[src/rtl/dijkstra_mem_bridge_if.sv]
// Avalon-MM master port bundle between the Dijkstra memory bridge and the system interconnect.
interface dijkstra_mem_bridge_if #(
  parameter int MADDR_WIDTH = 32,
  parameter int MDATA_WIDTH = 16
);
  logic [MADDR_WIDTH-1:0]   address;
  logic                     read;
  logic                     write;
  logic [MDATA_WIDTH-1:0]   writedata;
  logic [MDATA_WIDTH/8-1:0] byteenable;
  logic                     waitrequest;
  logic [MDATA_WIDTH-1:0]   readdata;
  logic                     readdatavalid;

  modport master (
    output address, read, write, writedata, byteenable,
    input  waitrequest, readdata, readdatavalid
  );

  modport slave (
    input  address, read, write, writedata, byteenable,
    output waitrequest, readdata, readdatavalid
  );
endinterface

[src/rtl/dijkstra_mem_bridge.sv]
// Bridges the Dijkstra core's level-request memory port to a single-outstanding Avalon-MM master,
// with a per-access timeout, sticky timeout flag and completed-access counters.
module dijkstra_mem_bridge #(
  parameter int MADDR_WIDTH    = 32,
  parameter int MDATA_WIDTH    = 16,
  parameter int TIMEOUT_CYCLES = 1024,
  parameter int CNT_WIDTH      = 32
) (
  input  logic                   algorithm_clock,
  input  logic                   algorithm_reset,
  input  logic                   core_read_enable,
  input  logic                   core_write_enable,
  input  logic [MADDR_WIDTH-1:0] core_addr,
  input  logic [MDATA_WIDTH-1:0] core_write_data,
  output logic [MDATA_WIDTH-1:0] core_read_data,
  output logic                   core_read_ready,
  output logic                   core_write_ready,
  dijkstra_mem_bridge_if.master  avm,
  input  logic                   error_clear,
  input  logic                   stats_clear,
  output logic                   timeout_error,
  output logic [CNT_WIDTH-1:0]   read_count,
  output logic [CNT_WIDTH-1:0]   write_count
);
  localparam int TW = (TIMEOUT_CYCLES > 1) ? $clog2(TIMEOUT_CYCLES) : 1;
  localparam logic [TW-1:0] T_LAST = TW'(TIMEOUT_CYCLES - 1);

  typedef enum logic [2:0] {IDLE, RD_CMD, RD_DATA, WR_CMD, RESP} state_t;

  state_t                 state, state_next;
  logic [TW-1:0]          tcnt;
  logic                   is_read;
  logic                   timeout_hit;
  logic                   rd_capture;
  logic                   cmd_read, cmd_write;
  logic [MADDR_WIDTH-1:0] addr_q;
  logic [MDATA_WIDTH-1:0] wdata_q;

  // NOTE: sequential state uses non-blocking (<=) so every flop samples pre-edge values.
  always_ff @(posedge algorithm_clock) begin
    if (algorithm_reset) state <= IDLE;
    else                 state <= state_next;
  end

  // NOTE: every signal written here gets a default first, so no path can infer a latch.
  always_comb begin
    state_next  = state;
    timeout_hit = 1'b0;
    rd_capture  = 1'b0;
    case (state)
      IDLE: begin
        if (core_read_enable)       state_next = RD_CMD;
        else if (core_write_enable) state_next = WR_CMD;
      end
      RD_CMD: begin
        if (!avm.waitrequest) state_next = RD_DATA;
        else if (tcnt == T_LAST) begin
          timeout_hit = 1'b1;
          state_next  = RESP;
        end
      end
      RD_DATA: begin
        if (avm.readdatavalid) begin
          rd_capture = 1'b1;
          state_next = RESP;
        end else if (tcnt == T_LAST) begin
          timeout_hit = 1'b1;
          state_next  = RESP;
        end
      end
      WR_CMD: begin
        if (!avm.waitrequest) state_next = RESP;
        else if (tcnt == T_LAST) begin
          timeout_hit = 1'b1;
          state_next  = RESP;
        end
      end
      RESP:    state_next = IDLE;
      default: state_next = IDLE;
    endcase
  end

  always_ff @(posedge algorithm_clock) begin
    if (algorithm_reset) begin
      cmd_read       <= 1'b0;
      cmd_write      <= 1'b0;
      addr_q         <= '0;
      wdata_q        <= '0;
      is_read        <= 1'b0;
      tcnt           <= '0;
      core_read_data <= '0;
      timeout_error  <= 1'b0;
      read_count     <= '0;
      write_count    <= '0;
    end else begin
      // Commands are decoded from the next state so they are registered yet align with the FSM.
      cmd_read  <= (state_next == RD_CMD);
      cmd_write <= (state_next == WR_CMD);

      if (state == IDLE) begin
        tcnt    <= '0;
        is_read <= core_read_enable;
        if (core_read_enable) begin
          addr_q <= core_addr;
        end else if (core_write_enable) begin
          addr_q  <= core_addr;
          wdata_q <= core_write_data;
        end
      end else if (state != RESP) begin
        tcnt <= tcnt + TW'(1);
      end

      if (rd_capture)                core_read_data <= avm.readdata;
      else if (timeout_hit && is_read) core_read_data <= '1;

      if (timeout_hit)      timeout_error <= 1'b1;
      else if (error_clear) timeout_error <= 1'b0;

      if (stats_clear) begin
        read_count  <= '0;
        write_count <= '0;
      end else if (state == RESP) begin
        if (is_read) read_count  <= read_count + CNT_WIDTH'(1);
        else         write_count <= write_count + CNT_WIDTH'(1);
      end
    end
  end

  assign core_read_ready  = (state == RESP) &&  is_read;
  assign core_write_ready = (state == RESP) && !is_read;

  assign avm.address    = addr_q;
  assign avm.writedata  = wdata_q;
  assign avm.read       = cmd_read;
  assign avm.write      = cmd_write;
  assign avm.byteenable = (cmd_read || cmd_write) ? '1 : '0;
endmodule

[src/flat_wrapper.sv]
// flat-port wrapper written by rule: the top's interface ports become plain ports
module dijkstra_mem_bridge_flat 
#(
  parameter int MADDR_WIDTH    = 32,
  parameter int MDATA_WIDTH    = 16,
  parameter int TIMEOUT_CYCLES = 1024,
  parameter int CNT_WIDTH      = 32
)
  (algorithm_clock, algorithm_reset, core_read_enable, core_write_enable, core_addr, core_write_data, core_read_data, core_read_ready, core_write_ready, error_clear, stats_clear, timeout_error, read_count, write_count, avm_address, avm_read, avm_write, avm_writedata, avm_byteenable, avm_waitrequest, avm_readdata, avm_readdatavalid);
  dijkstra_mem_bridge_if #(.MADDR_WIDTH(MADDR_WIDTH), .MDATA_WIDTH(MDATA_WIDTH)) avm_i ();
  input  logic algorithm_clock;
  input  logic algorithm_reset;
  input  logic core_read_enable;
  input  logic core_write_enable;
  input  logic [MADDR_WIDTH-1:0] core_addr;
  input  logic [MDATA_WIDTH-1:0] core_write_data;
  output logic [MDATA_WIDTH-1:0] core_read_data;
  output logic core_read_ready;
  output logic core_write_ready;
  input  logic error_clear;
  input  logic stats_clear;
  output logic timeout_error;
  output logic [CNT_WIDTH-1:0] read_count;
  output logic [CNT_WIDTH-1:0] write_count;
  output wire logic [$bits(avm_i.address)-1:0] avm_address;
  output wire logic [$bits(avm_i.read)-1:0] avm_read;
  output wire logic [$bits(avm_i.write)-1:0] avm_write;
  output wire logic [$bits(avm_i.writedata)-1:0] avm_writedata;
  output wire logic [$bits(avm_i.byteenable)-1:0] avm_byteenable;
  input wire logic [$bits(avm_i.waitrequest)-1:0] avm_waitrequest;
  input wire logic [$bits(avm_i.readdata)-1:0] avm_readdata;
  input wire logic [$bits(avm_i.readdatavalid)-1:0] avm_readdatavalid;
  assign avm_address = avm_i.address;
  assign avm_read = avm_i.read;
  assign avm_write = avm_i.write;
  assign avm_writedata = avm_i.writedata;
  assign avm_byteenable = avm_i.byteenable;
  assign avm_i.waitrequest = avm_waitrequest;
  assign avm_i.readdata = avm_readdata;
  assign avm_i.readdatavalid = avm_readdatavalid;
  dijkstra_mem_bridge #(.MADDR_WIDTH(MADDR_WIDTH), .MDATA_WIDTH(MDATA_WIDTH), .TIMEOUT_CYCLES(TIMEOUT_CYCLES), .CNT_WIDTH(CNT_WIDTH)) u_core (.algorithm_clock(algorithm_clock), .algorithm_reset(algorithm_reset), .core_read_enable(core_read_enable), .core_write_enable(core_write_enable), .core_addr(core_addr), .core_write_data(core_write_data), .core_read_data(core_read_data), .core_read_ready(core_read_ready), .core_write_ready(core_write_ready), .avm(avm_i), .error_clear(error_clear), .stats_clear(stats_clear), .timeout_error(timeout_error), .read_count(read_count), .write_count(write_count));
endmodule
[config.mk]
export PLATFORM = sky130hd
export DESIGN_NAME = dijkstra_mem_bridge_flat
export DESIGN_NICKNAME = d
export VERILOG_FILES = /design/src/rtl/dijkstra_mem_bridge_if.sv /design/src/rtl/dijkstra_mem_bridge.sv /design/src/flat_wrapper.sv
export SDC_FILE = /design/constraint.sdc
export NUM_CORES = 1
export LEC_CHECK = 0
export ABC_AREA = 1
export BUFFER_PORTS_ARGS = -buffer_cell sky130_fd_sc_hd__buf_2
export CORE_ASPECT_RATIO = 1.75
export CORE_MARGIN = 5
export CORE_UTILIZATION = 46
export DETAILED_ROUTE_END_ITERATION = 7
export PLACE_DENSITY = 0.77
export SYNTH_ARGS = -nofsm -noshare
export SYNTH_HDL_FRONTEND = slang
export SYNTH_SLANG_ARGS = --single-unit
[constraint.sdc]
create_clock -name algorithm_clock -period 1.5 [get_ports algorithm_clock]
set_clock_uncertainty 0.1 [all_clocks]
set_input_delay 0.3 -clock algorithm_clock [delete_from_list [all_inputs] [get_ports algorithm_clock]]
set_output_delay 0.3 -clock algorithm_clock [all_outputs]
set_load 0.005 [all_outputs]
==> results.py, run 1 <==
metrics = {
    "grt": {
        "grt_pass1_wl_um": 32200,
        "grt_use_total_pct": 23.2,
        "antenna_found_initial": 0,
        "grt_overflow_total": 0,
        "grt_max_degree": 49,
        "grt_pass1_vias": 7150,
    },
    "power_and_ir_drop": {
        "vdd_ir_drop_max_v": 0.000805,
        "pwr-share-clk_pct": 43.1,
        "p_sw_w": 0.00293,
        "comb_power_share_pct": 15.2,
        "sw_frac_of_total_pct": 29.4,
        "internal-power_w": 0.00703,
        "power-per-cell-area_nw_per_um2": 959,
        "power.total_w": 0.00996,
        "seqPwrFrac_pct": 41.8,
        "p_leak_nw": 5.11,
    },
    "route": {
        "wl_um": 23400,
        "dr.pass1.iters": 6,
        "drc_errors": 0,
        "vias_per_cell": 5.14,
        "wl_per_cell_um": 15.9,
        "route.vias.total": 7558,
        "drt_iter0_markers": 380,
        "routed-wl-met2_um": 12900,
        "met1_length_um": 8150,
        "route.met3.wl_um": 1570,
        "ant_nets": 0,
        "top_layer_used": "met4",
    },
    "synth": {
        "yosysWarnings": 0,
        "synth_cell_type_count": 35,
        "post_synth_inst_count": 937,
        "syn-cell-area_um2": 6670,
        "syn-num-nets": 1012,
        "yosysSeqAreaShare_pct": 43.5,
        "post_synth.cell_area_avg_um2": 7.11,
        "synth-seq-cells": 145,
    },
    "sta": {
        "period_share_pct": 119,
        "hold_viol": 0,
        "setup_ws_ns": -0.281,
        "achievable-frequency_ghz": 0.562,
        "rsz0062_at_grt": "yes",
        "timing.final.crit_period_ns": 1.78,
        "finalHoldWorstSlack_ns": 0.0122,
        "tightest_slew_ns": 0.453,
        "setup_viol": 129,
        "slew_headroom_pct": 69.7,
        "drv_slew": 0,
    },
    "setup_path": {
        "crit_chain": "nor2_4 -> buf_4 -> buf_4 -> nand2_4 -> nor3_4 -> buf_4 -> a31oi_1 -> nand2_1 -> inv_1 -> nor2_1",
        "cp_max_fo": 4,
        "end_kind": "flip-flop",
        "cpMaxStageDelayCell": "dfxtp_2",
        "crit_required_ns": 1.73,
        "critPathLaunchType": "flip-flop",
        "critPathMaxStageDelay_ns": 0.34,
        "worst-setup-path-type": "reg -> reg",
        "arrival_ns": 2.01,
        "cp_common_cell": "buf_4",
    },
    "hold_path": {
        "hp-class": "in -> reg",
    },
    "status": {
        "status": "complete, but fails checks",
        "violations": "negative setup slack",
    },
    "clock_network": {
        "cts_root_buf": "clkbuf_16",
        "htreeDepth": 4,
        "clk_latency_ns": 0.42,
        "cts_tree": "built",
        "clkTransAtPathRegs_ns": 0.07,
        "numCtsBuffers": 17,
        "numClockSinks": 145,
        "cts.path.max_buffers": 2,
    },
    "flow_run": {
        "drv_cap": 0,
    },
    "floorplanning": {
        "core_area_um2": 14300,
        "die_y_um": 169,
        "die_w_um": 101,
        "boundaryPins": 207,
        "start_util_pct": 46.6,
        "die_area_um2": 17100,
        "rows": 58,
    },
    "cells_and_area": {
        "fin_area_um2": 10400,
        "mostFrequentLayoutCell": "buf_2",
        "num_antenna_cells": 0,
        "syn_to_final_growth_pct": 55.7,
        "mostFrequentLayoutCells": "203 x buf_2, 154 x inv_1, 145 x nand2_1",
        "drive_above_1_share_pct": 41.3,
        "fin_nets": 1352,
    },
    "placed_design": {
        "port_buffers": 206,
        "dp_hpwl_um": 14100,
        "routabilityCongestion": 0.879,
        "dpl-instance-area_um2": 8590,
    },
}
critical path: cells and delay by family (launching register included):
kind | cells | cell delay (ns)
compound gates | 1 | 0.04
flops | 1 | 0.34
buf+inv | 4 | 0.47
simple gates | 5 | 0.73
routing by layer:
layer,vias to the layer above,global-route usage [%]
met5,-,0
li1,3660,-
met4,0,10.7
met2,308,44.2
met1,3531,22.6
met3,59,6.25
cell usage after synthesis (all sizes together):
master,number,area (um^2)
o31ai,1,7.51
nand2,164,621
nand3b,16,120
clkbuf,16,60.1
nor2,143,642
nor3,18,124
o21a,8,60.1
inv,165,619
xnor2,1,8.76
a21oi,78,390
o21ai,83,419
xor2,6,52.6
ha,3,37.5
dfxtp,145,2900
nand3,48,330
and3,1,6.26
o21bai,3,22.5
or2,3,18.8
o211a,1,10.0
buf,11,60.1
and2,2,12.5
nand4,15,93.8
o22ai,1,12.5
a31oi,2,12.5
nor3b,3,22.5
cells by family (layout without fill, tap and decap cells):
family | Yosys count | count (layout) | synth area share [%]
and+or+nand+nor | 413 | 414 | 29.9
buffers and inverters | 192 | 543 | 11.1
AOI/OAI and AO/OA | 177 | 178 | 14.0
DFF | 145 | 145 | 43.5
xor gates and xnor gates | 7 | 7 | 0.920
adders and majority gates | 3 | 3 | 0.563
final cells by class:
class,count,area (um^2)
inverters,165,632
clock inverters,15,181
multi-input cells,602,3550
fillers,1045,3920
repair buffers,346,2430
flip-flops and latches,145,2930
well taps,180,225
clock buffers,17,425
sequential cells by signal, indices dropped and copies added (netlist names):
signal / count
u_core.write_count: 32
u_core.read_count: 32
u_core.tcnt: 10
u_core.timeout_error: 1
u_core.avm.write: 1
u_core.is_read: 1
u_core.state: 3
u_core.avm.read: 1
u_core.avm.writedata: 16
u_core.avm.address: 32
u_core.core_read_data: 16
path summary, 6_finish.rpt:
check,startpoint,endpoint,slack [ns],cells past startpoint
max,u_core.state[0],u_core.avm.write,-0.28,10
min,core_write_data[9],u_core.avm.writedata[9],0.01,3
max reg2reg,u_core.state[0],u_core.avm.write,-0.28,10
min reg2reg,u_core.avm.address[21],u_core.avm.address[21],0.35,2
stage by stage:
stage	cells	util (%)	setup slack [ns]	TNS, ns
2_1_floorplan	937	-	-0.0189	-0.0747
3_3_place_gp	1379	60.1	-0.0956	-1.37
3_5_place_dp	1379	60.1	-0.147	-3.83
4_1_cts	1440	67.7	-0.200	-6.20
5_1_grt	1470	72.6	-0.439	-29.25
6_report	1470	72.6	-0.281	-17.72
what timing repair did:
action / 4_1_cts / 5_1_grt
endpoints found under the setup margin: 86 / 135
pin swaps: 19 / 46
hold buffers: 9 / 0
buffers inserted: 20 / 25
gates cloned: 2 / 10
resized for setup: 74 / 135
endpoints found under the hold margin: 9 / 0
power groups by stage:
stage / clock network [W] / logic [W] / registers, W
finish: 0.00429 / 0.00151 / 0.00416
global route: 0.00449 / 0.00162 / 0.00417
global placement: 0 / 0.000970 / 0.00421
CTS: 0.00433 / 0.00109 / 0.00414
floorplan: 0 / 0.000470 / 0.00424
detailed placement: 0 / 0.000998 / 0.00422
Power figures use the tool's default switching activity.
==> run 2: changes to the inputs <==
- BUFFER_PORTS_ARGS: -buffer_cell sky130_fd_sc_hd__buf_2 -> -buffer_cell sky130_fd_sc_hd__buf_4
- GPL_TIMING_DRIVEN: not set -> 0
==> run 2 against run 1 <==
The run still ends with negative setup slack left. Setup slack better by 0.063 ns. Register-to-register slack better by 0.06 ns. Total power down 3.1%. Clock-buffer cell count up 1. Utilization up 0.44 points. Largest power group is now sequential cells. Highest routed layer unchanged.
==> results.py, run 2 (synthesis gave the netlist of run 1 again) <==
metrics = {
    "status": {
        "status": "complete, but fails checks",
        "violations": "negative setup slack",
    },
    "sta": {
        "timing.final.crit_period_ns": 1.72,
        "drv_slew": 0,
        "period_share_pct": 115,
        "rsz0062_at_grt": "yes",
        "hold_viol": 0,
        "achievable-frequency_ghz": 0.582,
        "setup_tns_ns": -11.92,
        "setup_ws_ns": -0.218,
        "tightest_slew_ns": 0.705,
        "slew_headroom_pct": 53.0,
        "setup_viol": 120,
    },
    "setup_path": {
        "critPathLaunchType": "flip-flop",
        "end_kind": "flip-flop",
        "cp_max_fo": 5,
        "crit_required_ns": 1.68,
        "arrival_ns": 1.90,
        "worst-setup-path-type": "reg -> reg",
    },
    "cells_and_area": {
        "mostFrequentLayoutCell": "buf_4",
        "fin_nets": 1315,
        "drive_above_1_share_pct": 39.8,
        "fillers": 1087,
        "fin_area_um2": 10400,
        "mostFrequentLayoutCells": "237 x buf_4, 152 x inv_1, 143 x nand2_1",
        "fin_util_pct": 73.0,
        "num_antenna_cells": 0,
        "syn_to_final_growth_pct": 56.6,
    },
    "floorplanning": {
        "die_area_um2": 17100,
        "die_w_um": 101,
        "boundaryPins": 207,
        "core_area_um2": 14300,
        "rows": 58,
        "start_util_pct": 46.6,
        "die_y_um": 169,
    },
    "route": {
        "ant_nets": 0,
        "wl_um": 22700,
        "route.vias.total": 7296,
        "dr.pass1.iters": 4,
        "drt_iter0_markers": 242,
        "drc_errors": 0,
        "wl_per_cell_um": 15.8,
        "vias_per_cell": 5.09,
    },
    "grt": {
        "grt_use_total_pct": 26.0,
        "grt_overflow_total": 0,
        "grt_pass1_vias": 7485,
        "grt_pass1_wl_um": 35600,
        "grt_max_degree": 17,
        "antenna_found_initial": 0,
    },
    "power_and_ir_drop": {
        "pwr-share-clk_pct": 42.2,
        "internal-power_w": 0.00697,
        "p_sw_w": 0.00268,
        "power-per-cell-area_nw_per_um2": 924,
        "sw_frac_of_total_pct": 27.8,
        "p_leak_nw": 4.86,
        "comb_power_share_pct": 14.7,
        "seqPwrFrac_pct": 43.1,
        "vdd_ir_drop_max_v": 0.000799,
    },
    "clock_network": {
        "cts_tree": "built",
        "clk_latency_ns": 0.42,
        "numCtsBuffers": 17,
        "cts_root_buf": "clkbuf_16",
        "numClockSinks": 145,
        "clkTransAtPathRegs_ns": 0.06,
        "cts.path.max_buffers": 2,
        "htreeDepth": 4,
    },
    "placed_design": {
        "dp_hpwl_um": 15100,
        "dpl-instance-area_um2": 8500,
        "port_buffers": 206,
        "routabilityCongestion": 0.848,
    },
    "hold_path": {
        "hp-class": "in -> reg",
    },
    "flow_run": {
        "drv_cap": 0,
    },
}
-- run 2: critical path, stage by stage (launching register included) --
cell	delay (ns)
dfxtp_2	0.34
nor2_4	0.18
nand3_4	0.16
buf_6	0.16
nor3_4	0.22
buf_4	0.16
buf_6	0.08
nand2_1	0.03
nor3b_2	0.14
-- run 2: final cells by class --
type,instances,area [um^2],share of cell area [%]
buffer,27,190,1.82
clock buffer,18,439,4.21
clock inverter,14,119,1.14
inverter,165,627,6.00
multi-input combinational,600,3570,34.2
sequential,145,2940,28.2
tap,180,225,2.16
timing repair buffer,284,2330,22.3
-- run 2: metal layers --
layer	vias up	track usage, %	wire length, um
met5	-	0	0
met1	3374	24.0	7350
met4	0	12.4	1010
met3	87	8.10	1770
li1	3583	-	-
met2	252	49.9	12500
-- run 2: power by group through the flow --
stage               combinational, W  clock [W]  sequential, W
finish                       0.00142    0.00407        0.00415
global route                 0.00153    0.00429        0.00418
CTS                          0.00128    0.00413        0.00415
detailed placement           0.00108          0        0.00423
global placement             0.00107          0        0.00423
floorplan                   0.000470          0        0.00424
-- run 2: what timing repair did --
action                                 4_1_cts  5_1_grt
setup endpoints to repair                  137      139
pin swaps                                   34       33
resized for setup                          169      100
hold buffers                                11        0
endpoints found under the hold margin       13        0
gates cloned                                 1        1
setup buffers                               47       22
-- run 2: per-stage QoR --
stage          setup slack (ns)  total power, W  hold slack, ns  instances
6_report                 -0.218         0.00964          0.0197       1433
4_1_cts                  -0.226         0.00956        -0.00397       1410
3_3_place_gp             -0.594         0.00529           0.333       1323
5_1_grt                  -0.292          0.0100          0.0106       1433
3_5_place_dp             -0.588         0.00532           0.336       1323
2_1_floorplan           -0.0189         0.00471           0.269        937
-- run 2: final timing paths --
path / from / to / slack, ns / cells after the start
worst max-delay path: u_core.state[0] / u_core.read_count[5] / -0.22 / 8
worst min-delay path: core_write_data[3] / u_core.avm.writedata[3] / 0.02 / 3
worst max register to register: u_core.state[0] / u_core.read_count[5] / -0.22 / 8
worst min register to register: u_core.avm.address[15] / u_core.avm.address[15] / 0.35 / 2
